[config.mk]
export PLATFORM = sky130hd
export DESIGN_NAME = mp_ctrl
export DESIGN_NICKNAME = d
export VERILOG_FILES = /design/src/rtl/mp_ctrl_pkg.sv /design/src/rtl/mp_ctrl_wdog.sv /design/src/rtl/mp_ctrl.sv
export SDC_FILE = /design/constraint.sdc
export NUM_CORES = 1
export LEC_CHECK = 0
export CAP_MARGIN = 40
export CORE_MARGIN = 10
export CORE_UTILIZATION = 64
export DETAILED_ROUTE_END_ITERATION = 8
export DONT_BUFFER_PORTS = 1
export GPL_TIMING_DRIVEN = 1
export PLACE_DENSITY_LB_ADDON = 0.15
export SLEW_MARGIN = 15
export SYNTH_ARGS = -nofsm -noshare
export SYNTH_HDL_FRONTEND = slang
export SYNTH_SLANG_ARGS = --single-unit
[constraint.sdc]
create_clock -name clk -period 5.7 [get_ports clk]
set_input_delay 1.14 -clock clk [delete_from_list [all_inputs] [get_ports clk]]
set_output_delay 1.14 -clock clk [all_outputs]
set_load 0.01 [all_outputs]
[src/rtl/mp_ctrl_pkg.sv]
// Shared definitions for the multiplier-project controller and the operand latch block.
// The state codes are a fixed contract: the operand latch block decodes them.
package mp_ctrl_pkg;

  localparam int unsigned STATE_W   = 4;
  localparam int unsigned OP_EN     = 0;
  localparam int unsigned OP_SIGNED = 1;

  typedef enum logic [STATE_W-1:0] {
    StInit    = 4'd0,
    StOpRead  = 4'd1,
    StOpWait1 = 4'd2,
    StRaRead  = 4'd3,
    StRbRead  = 4'd4,
    StOpWait2 = 4'd5,
    StOpCal   = 4'd6,
    StSelect  = 4'd7,
    StOpWait3 = 4'd8,
    StResult  = 4'd9
  } state_e;

endpackage

[src/rtl/mp_ctrl_wdog.sv]
// OP_CAL cycle counter: zero on the entry cycle, saturates at Timeout-1 and flags expiry there.
module mp_ctrl_wdog #(
  parameter int unsigned Timeout = 64
) (
  input  logic clk_i,
  input  logic rst_i,
  input  logic clr_i,
  input  logic en_i,
  output logic zero_o,
  output logic expire_o
);

  localparam int unsigned CntW = $clog2(Timeout);
  localparam logic [CntW-1:0] CntMax = CntW'(Timeout - 1);

  logic [CntW-1:0] cnt_d, cnt_q;

  always_comb begin
    cnt_d = cnt_q;
    if (clr_i) begin
      cnt_d = '0;
    end else if (en_i && (cnt_q != CntMax)) begin
      cnt_d = cnt_q + 1'b1;
    end
  end

  always_ff @(posedge clk_i or posedge rst_i) begin
    if (rst_i) begin
      cnt_q <= '0;
    end else begin
      cnt_q <= cnt_d;
    end
  end

  assign zero_o   = (cnt_q == '0);
  assign expire_o = (cnt_q == CntMax);

endmodule

[src/rtl/mp_ctrl.sv]
// Sequencing FSM: fetch op/Ra/Rb over the shared bus, run the multiplier under a watchdog,
// write the 64-bit product back and raise an interrupt.
module mp_ctrl
  import mp_ctrl_pkg::*;
#(
  parameter logic [7:0]  OP_ADDR  = 8'h00,
  parameter logic [7:0]  RA_ADDR  = 8'h01,
  parameter logic [7:0]  RB_ADDR  = 8'h02,
  parameter logic [7:0]  RES_ADDR = 8'h03,
  parameter int unsigned TIMEOUT  = 64
) (
  input  logic               clk,
  input  logic               reset,
  input  logic               opstart,
  input  logic               m_grant,
  input  logic [63:0]        m_din,
  output logic               m_req,
  output logic               m_wr,
  output logic [7:0]         m_addr,
  output logic [63:0]        m_dout,
  output logic [STATE_W-1:0] cur_state,
  output logic               mul_start,
  output logic               mul_signed,
  input  logic               mul_done,
  input  logic [63:0]        mul_result,
  output logic               busy,
  output logic               interrupt,
  output logic               err
);

  state_e      state_d, state_q;
  logic [63:0] result_d, result_q;
  logic [63:0] m_dout_d, m_dout_q;
  logic        op_signed_d, op_signed_q;
  logic        mul_signed_d, mul_signed_q;
  logic        err_d, err_q;
  logic        wd_zero, wd_expire;

  // Only the op control bits are needed here; Ra/Rb are captured by the operand latch block.
  logic unused_din;
  assign unused_din = ^m_din;

  mp_ctrl_wdog #(
    .Timeout (TIMEOUT)
  ) u_wdog (
    .clk_i    (clk),
    .rst_i    (reset),
    .clr_i    (state_q != StOpCal),
    .en_i     (state_q == StOpCal),
    .zero_o   (wd_zero),
    .expire_o (wd_expire)
  );

  always_comb begin
    state_d      = state_q;
    result_d     = result_q;
    op_signed_d  = op_signed_q;
    err_d        = err_q;
    case (state_q)
      StInit: begin
        if (opstart) begin
          state_d  = StOpRead;
          err_d    = 1'b0;
          result_d = '0;
        end
      end
      StOpRead:  if (m_grant) state_d = StOpWait1;
      StOpWait1: begin
        op_signed_d = m_din[OP_SIGNED];
        if (!m_din[OP_EN]) begin
          state_d  = StResult;
          result_d = '0;
        end else begin
          state_d = StRaRead;
        end
      end
      StRaRead:  if (m_grant) state_d = StRbRead;
      StRbRead:  if (m_grant) state_d = StOpWait2;
      StOpWait2: state_d = StOpCal;
      StOpCal: begin
        // A completion in the expiry cycle takes priority over the abort.
        if (mul_done) begin
          result_d = mul_result;
          state_d  = StSelect;
        end else if (wd_expire) begin
          result_d = '1;
          err_d    = 1'b1;
          state_d  = StSelect;
        end
      end
      StSelect:  if (m_grant) state_d = StOpWait3;
      StOpWait3: state_d = StResult;
      StResult:  if (!opstart) state_d = StInit;
      default:   state_d = StInit;
    endcase

    mul_signed_d = mul_signed_q;
    if (state_q == StOpWait2) begin
      mul_signed_d = op_signed_q;
    end
    if (state_d == StInit) begin
      mul_signed_d = 1'b0;
    end

    m_dout_d = (state_d == StSelect) ? result_d : '0;
  end

  always_ff @(posedge clk or posedge reset) begin
    if (reset) begin
      state_q      <= StInit;
      result_q     <= '0;
      m_dout_q     <= '0;
      op_signed_q  <= 1'b0;
      mul_signed_q <= 1'b0;
      err_q        <= 1'b0;
    end else begin
      state_q      <= state_d;
      result_q     <= result_d;
      m_dout_q     <= m_dout_d;
      op_signed_q  <= op_signed_d;
      mul_signed_q <= mul_signed_d;
      err_q        <= err_d;
    end
  end

  always_comb begin
    m_req  = 1'b0;
    m_wr   = 1'b0;
    m_addr = '0;
    case (state_q)
      StOpRead, StOpWait1: begin
        m_req  = 1'b1;
        m_addr = OP_ADDR;
      end
      StRaRead: begin
        m_req  = 1'b1;
        m_addr = RA_ADDR;
      end
      StRbRead: begin
        m_req  = 1'b1;
        m_addr = RB_ADDR;
      end
      StSelect: begin
        m_req  = 1'b1;
        m_wr   = 1'b1;
        m_addr = RES_ADDR;
      end
      default: ;
    endcase
  end

  assign cur_state  = state_q;
  assign mul_start  = (state_q == StOpCal) && wd_zero;
  assign mul_signed = mul_signed_q;
  assign m_dout     = m_dout_q;
  assign busy       = (state_q != StInit);
  assign interrupt  = (state_q == StResult);
  assign err        = err_q;

endmodule

Word-level counts from Yosys, hierarchy flattened
Index checks and enable logic that the tools add are counted.
- bits in registers: 141
- output and inout bits: 83
- logic and storage cells: 62
- add/sub/neg operators: 1
- equality and inequality tests: 16
- muxes and demuxes: 27
- reduce and logical (&&, ||, !) cells: 11
- operators by type and width (operator ; count):
    64-bit 2-to-1 mux ; 5
    64-bit one-hot mux with 3 select lines ; 1
    4-bit one-hot mux with 10 select lines ; 1
    4-bit 2-to-1 mux ; 9
    4-bit by 3-bit equality test with 1-bit output, second input constant ; 5
    6-bit 2-to-1 mux ; 2
    4-bit by 2-bit equality test with 1-bit output, second input constant ; 2
    4-bit equality test, second input constant ; 2
    4-bit zero test ; 2
    1-bit 2-to-1 mux ; 7
    6-bit by 1-bit adder with 6-bit output, second input constant ; 1
    6-bit equality test, second input constant ; 1
    6-bit zero test ; 1
    2-bit != test, second input constant ; 3
    6-bit != test, second input constant ; 1
    2-bit one-hot mux with 3 select lines ; 1
    2-bit nonzero test ; 3
    5-bit OR reduction ; 1
    4-bit by 1-bit equality test with 1-bit output, second input constant ; 1
    4-bit by 3-bit != test with 1-bit output, second input constant ; 1
    4-bit AND reduction ; 1
    4-bit nonzero test ; 1
    1-bit logical AND ; 2
    1-bit one-hot mux with 2 select lines ; 1

Logic depth before layout (Yosys ltp)
- depth after elaboration: 6
- mapped depth: 7
- mapped depth without buffers: 5

By module
A second synthesis with hierarchy kept.
- cells, all modules: 539
- area total of the unflattened synthesis: 5952.0 sq um
- by module, submodules not included (module ; instances ; cells an instance ; area each (sq um) ; sequential area each (sq um)):
    mp_ctrl ; 1 ; 494 ; 5559.1 ; 3378.2
    mp_ctrl_wdog ; 1 ; 45 ; 392.9 ; 150.1

Least setup slack after synthesis
Ideal clock, no wire load.
- path kind: flip-flop to output port
- from: register state_q[0], in the netlist cur_state[0]
- to: output m_req
- arrival time: 1.423 ns
- required time: 4.560 ns
- setup slack: 3.137 ns
- stages on the path, launching flop included: 5
- buffers on the path: 2
- path through: dfrtp_1 clkbuf_1 clkbuf_1 xor2_1 a211oi_1
- cells in the longest elaborated chain, start to end: 3
- elaborated cells between the ends (all ways): 7
- classes of those cells: 5 x eq/ne; 1 x mux; 1 x reduce/logical
- RTL lines (element ; line ; source):
    from (decl) ; mp_ctrl.sv:31 ; state_e state_d, state_q;
    from (signal assigned) ; mp_ctrl.sv:110 ; state_q <= StInit;
    from (signal assigned) ; mp_ctrl.sv:117 ; state_q <= state_d;
    4-bit by 3-bit equality test with 1-bit output (tied with other cells) ; mp_ctrl.sv:130 ; case (state_q)
    5-bit OR reduction (no source line) * ; -- ;
    1-bit 2-to-1 mux * ; mp_ctrl.sv:130 ;
    to (decl) ; mp_ctrl.sv:17 ; output logic m_req,
Mark *: on every way between the ends. The rest lies on a longest branch, timed or not.

Worst setup path in the final report
- from: register state_q[2], in the netlist cur_state[2]
- to: output mul_start
- cells in the longest elaborated chain, start to end: 2
- RTL lines (element ; line ; source):
    4-bit by 3-bit equality test with 1-bit output ; mp_ctrl.sv:153 ; assign mul_start = (state_q == StOpCal) && wd_zero;
    1-bit logical AND ; mp_ctrl.sv:153 ;
    to (decl) ; mp_ctrl.sv:22 ; output logic mul_start,
No other way between the ends.

==> impl_metrics.tcl <==
set metrics [dict create \
    multiInputGateArea_mm2 0.00308 \
    synth_area_per_cell_um2 10.2 \
    p_total_uw 3600 \
    gp_routability_congestion 0.780 \
    io-pin-count 216 \
    synth_seq_cells 141 \
    finalSetupViolCount 0 \
    final_cells 796 \
    path_cells "nand2b_1 > nor3b_1 > and3_1" \
    grt_max_degree 131 \
    hp-start "result_q[2]" \
    coreArea_mm2 0.0107 \
    htree_levels 4 \
    min_period_over_period_pct 60.9 \
    power.leakage_uw 0.00325 \
    finalHoldViolCount 0 \
    cp.arrival_ns 2.33 \
    dp.cells 764 \
    synthToLayoutAreaGrowth_pct 7.95 \
    maxCapViolCount 0 \
    num_antenna_cells 0 \
    yosysMostFrequentCell "dfrtp_1" \
    ff2ff_path_depth 4 \
    startpoint_type "flop" \
    start_util_pct 64.9 \
    drcViolationCount 0 \
    critical_path_class "reg2out" \
    die-height_um 124 \
    endpoint_kind "output pin" \
    crit_fanout 15 \
    dp_hpwl_um 10400 \
    clkSinkCount 141 \
    grt_pass1_vias 5202 \
    clock.fmax_ghz 0.288 \
    vias 5244 \
    power.density_mw_per_mm2 478 \
    post_drt_wl_per_cell_um 21.7 \
    worstHoldPathCells 2 \
    max_slew_margin_pct 45.6 \
    grt_pass1_wl_um 28500 \
    fin_tns_setup_ns 0 \
    finalNetCount 778 \
    fin_crit_ns 3.47 \
    postCtsHoldBufs 0 \
    num-fill-cells 801 \
    cpPeakStageDelay_ns 0.66 \
    rsz0062_at_grt "no" \
    worst-path-buf-inv 0 \
    drt-initial-drc-count 650 \
    path_delay_family "simple AND/OR/NAND/NOR gates" \
    synth_top_cell_by_area "dfrtp_1" \
    die_w_um 124 \
    dieArea_mm2 0.0155 \
    port_buffers 0 \
    slew_violations 0 \
    synth_edf_count 0 \
    root_buffer "clkbuf_8" \
    synth_flop_cell "dfrtp_1" \
    hold_ws_ns 0.497 \
    syn_inst 686 \
    cts_resized 0 \
    slowest_stage "dfrtp_1" \
    post-cts-setup-buffers 0 \
    yosysSeqAreaShare_pct 50.6 \
    clock_path_buffers 2 \
    synth_cell_types 38 \
    worstPathRequired_ns 4.56 \
    async_reset_ff_share_pct 100 \
    ant_nets 0 \
    antenna_found_initial 0 \
    ys_top_cells_by_count "dfrtp_1, nand2_1, a21oi_1, o21ai_0, mux2i_1" \
    wirelength_um 17300 \
    hold_path_end "m_dout[2]" \
    yosysWarnings 0 \
    r2r_slack_ns 2.89 \
    cts_inserted_buffers 17 \
    clock_latency_ns 0.52 \
    synth_area_leaders "dfrtp_1, mux2i_1, o2bb2ai_1, o21bai_1, a21oi_1" \
    grt_use_total_pct 21.9 \
    min_path_type "reg2reg" \
    grt_overflow 0 \
    core.rowCount 38 \
    ir_drop_v 0.000540 \
    tritoncts "built" \
    worstReg2RegEnd "m_dout[42]" \
    synth.top_cell.area_share_pct 50.6 \
    ff_latch_area_mm2 0.00353 \
    reg2reg_from "cur_state[3]" \
    drive_above_1_share_pct 8.08 \
    status "finished, final reports clean" \
    path_clk_slew_ns 0.06 \
    firstDrtPassIters 5 \
    syn-cell-area_mm2 0.00698 \
    clock_skew_ns 0.00631 \
    worst_pin_slew_ns 0.816 \
    avgViaCountPerCell 6.59 \
]
## worst reg2reg max path, cell delays in order, from the launching register on
cell,delay [ns]
dfrtp_1,0.64
nand2b_1,0.39
or3b_4,0.58
buf_4,0.76
o21ai_0,0.28
## placed cells by master, fill, tap and decap left out, types with 3 or more instances in the layout
| cell | synthesis | layout |
|---|---|---|
| buf_4 | 6 | 8 |
| nand3_1 | 4 | 3 |
| a21oi_1 | 69 | 69 |
| clkinv_2 | 0 | 4 |
| dfrtp_1 | 141 | 141 |
| and3_1 | 4 | 4 |
| bufinv_16 | 0 | 4 |
| nor3_2 | 3 | 3 |
| xnor2_1 | 3 | 3 |
| clkbuf_16 | 0 | 16 |
| o21bai_1 | 64 | 64 |
| o21ai_0 | 69 | 69 |
| clkbuf_8 | 0 | 4 |
| mux2i_1 | 65 | 65 |
| a31oi_1 | 5 | 5 |
| nor4_1 | 3 | 3 |
| o2bb2ai_1 | 64 | 64 |
| nand2_1 | 71 | 70 |
| nor3b_1 | 4 | 4 |
| conb_1 | 1 | 6 |
| nor2_1 | 15 | 15 |
| inv_1 | 5 | 4 |
## final cells by class
class / instances / share of cell area, %
Tap cell: 140 / 2.33
Multi-Input combinational cell: 468 / 40.9
Inverter: 5 / 0.316
Sequential cell: 141 / 46.9
Clock buffer: 21 / 6.10
Clock inverter: 11 / 2.18
Timing Repair Buffer: 10 / 1.36
## registers in the layout (all words and copies together) (netlist names)
signal        cells
m_dout           64
result_q         64
u_wdog.cnt_q      6
cur_state         4
err               1
mul_signed        1
op_signed_q       1
## worst max path at each step
stage	cells after the start	end	slack (ns)	start
5_1_grt	3	mul_start	2.02	cur_state[2]
2_1_floorplan	1	cur_state[0]	0.78	reset
6_report	3	mul_start	2.23	cur_state[2]
3_3_place_gp	4	m_dout[42]	2.76	m_grant
4_1_cts	3	mul_start	2.24	cur_state[2]
3_5_place_dp	3	mul_start	2.81	cur_state[2]
## kinds of logic (layout without fill, tap and decap cells)
logic type	after synthesis	count (layout)	synth area share (%)
flops	141	141	50.6
mux	66	66	9.49
xor+xnor	4	4	0.502
simple gates	114	114	7.34
compound gates	276	276	25.8
other cells	1	6	0.0538
fa+ha+maj	2	2	0.359
buf+inv	82	47	5.90
## power by group
group	total [uW]	switching (uW)	internal, uW
registers	1570	279	1290
clock network	1170	421	744
logic	870	434	437
total	3600	1130	2470
## through the flow
| stage | worst slack [ns] | utilization (%) | cell area [um^2] |
|---|---|---|---|
| final | 2.23 | 70.1 | 7530 |
| after global routing | 2.02 | 70.1 | 7530 |
| after CTS | 2.24 | 70.1 | 7530 |
| after detailed placement | 2.81 | 64.3 | 6910 |
| after global placement | 2.76 | 63.9 | 6860 |
| after floorplan | 0.779 | - | 6990 |
## metal layers
layer	up-vias	part of all wire (%)	wire, um	global-route usage [%]
li1	2378	-	-	-
met1	2632	41	7140	28.7
met2	211	48	8340	32.9
met3	23	8.6	1480	8.13
met4	0	1.8	308	6.99
met5	-	0	0	0
(Power assumes the default switching activity.)
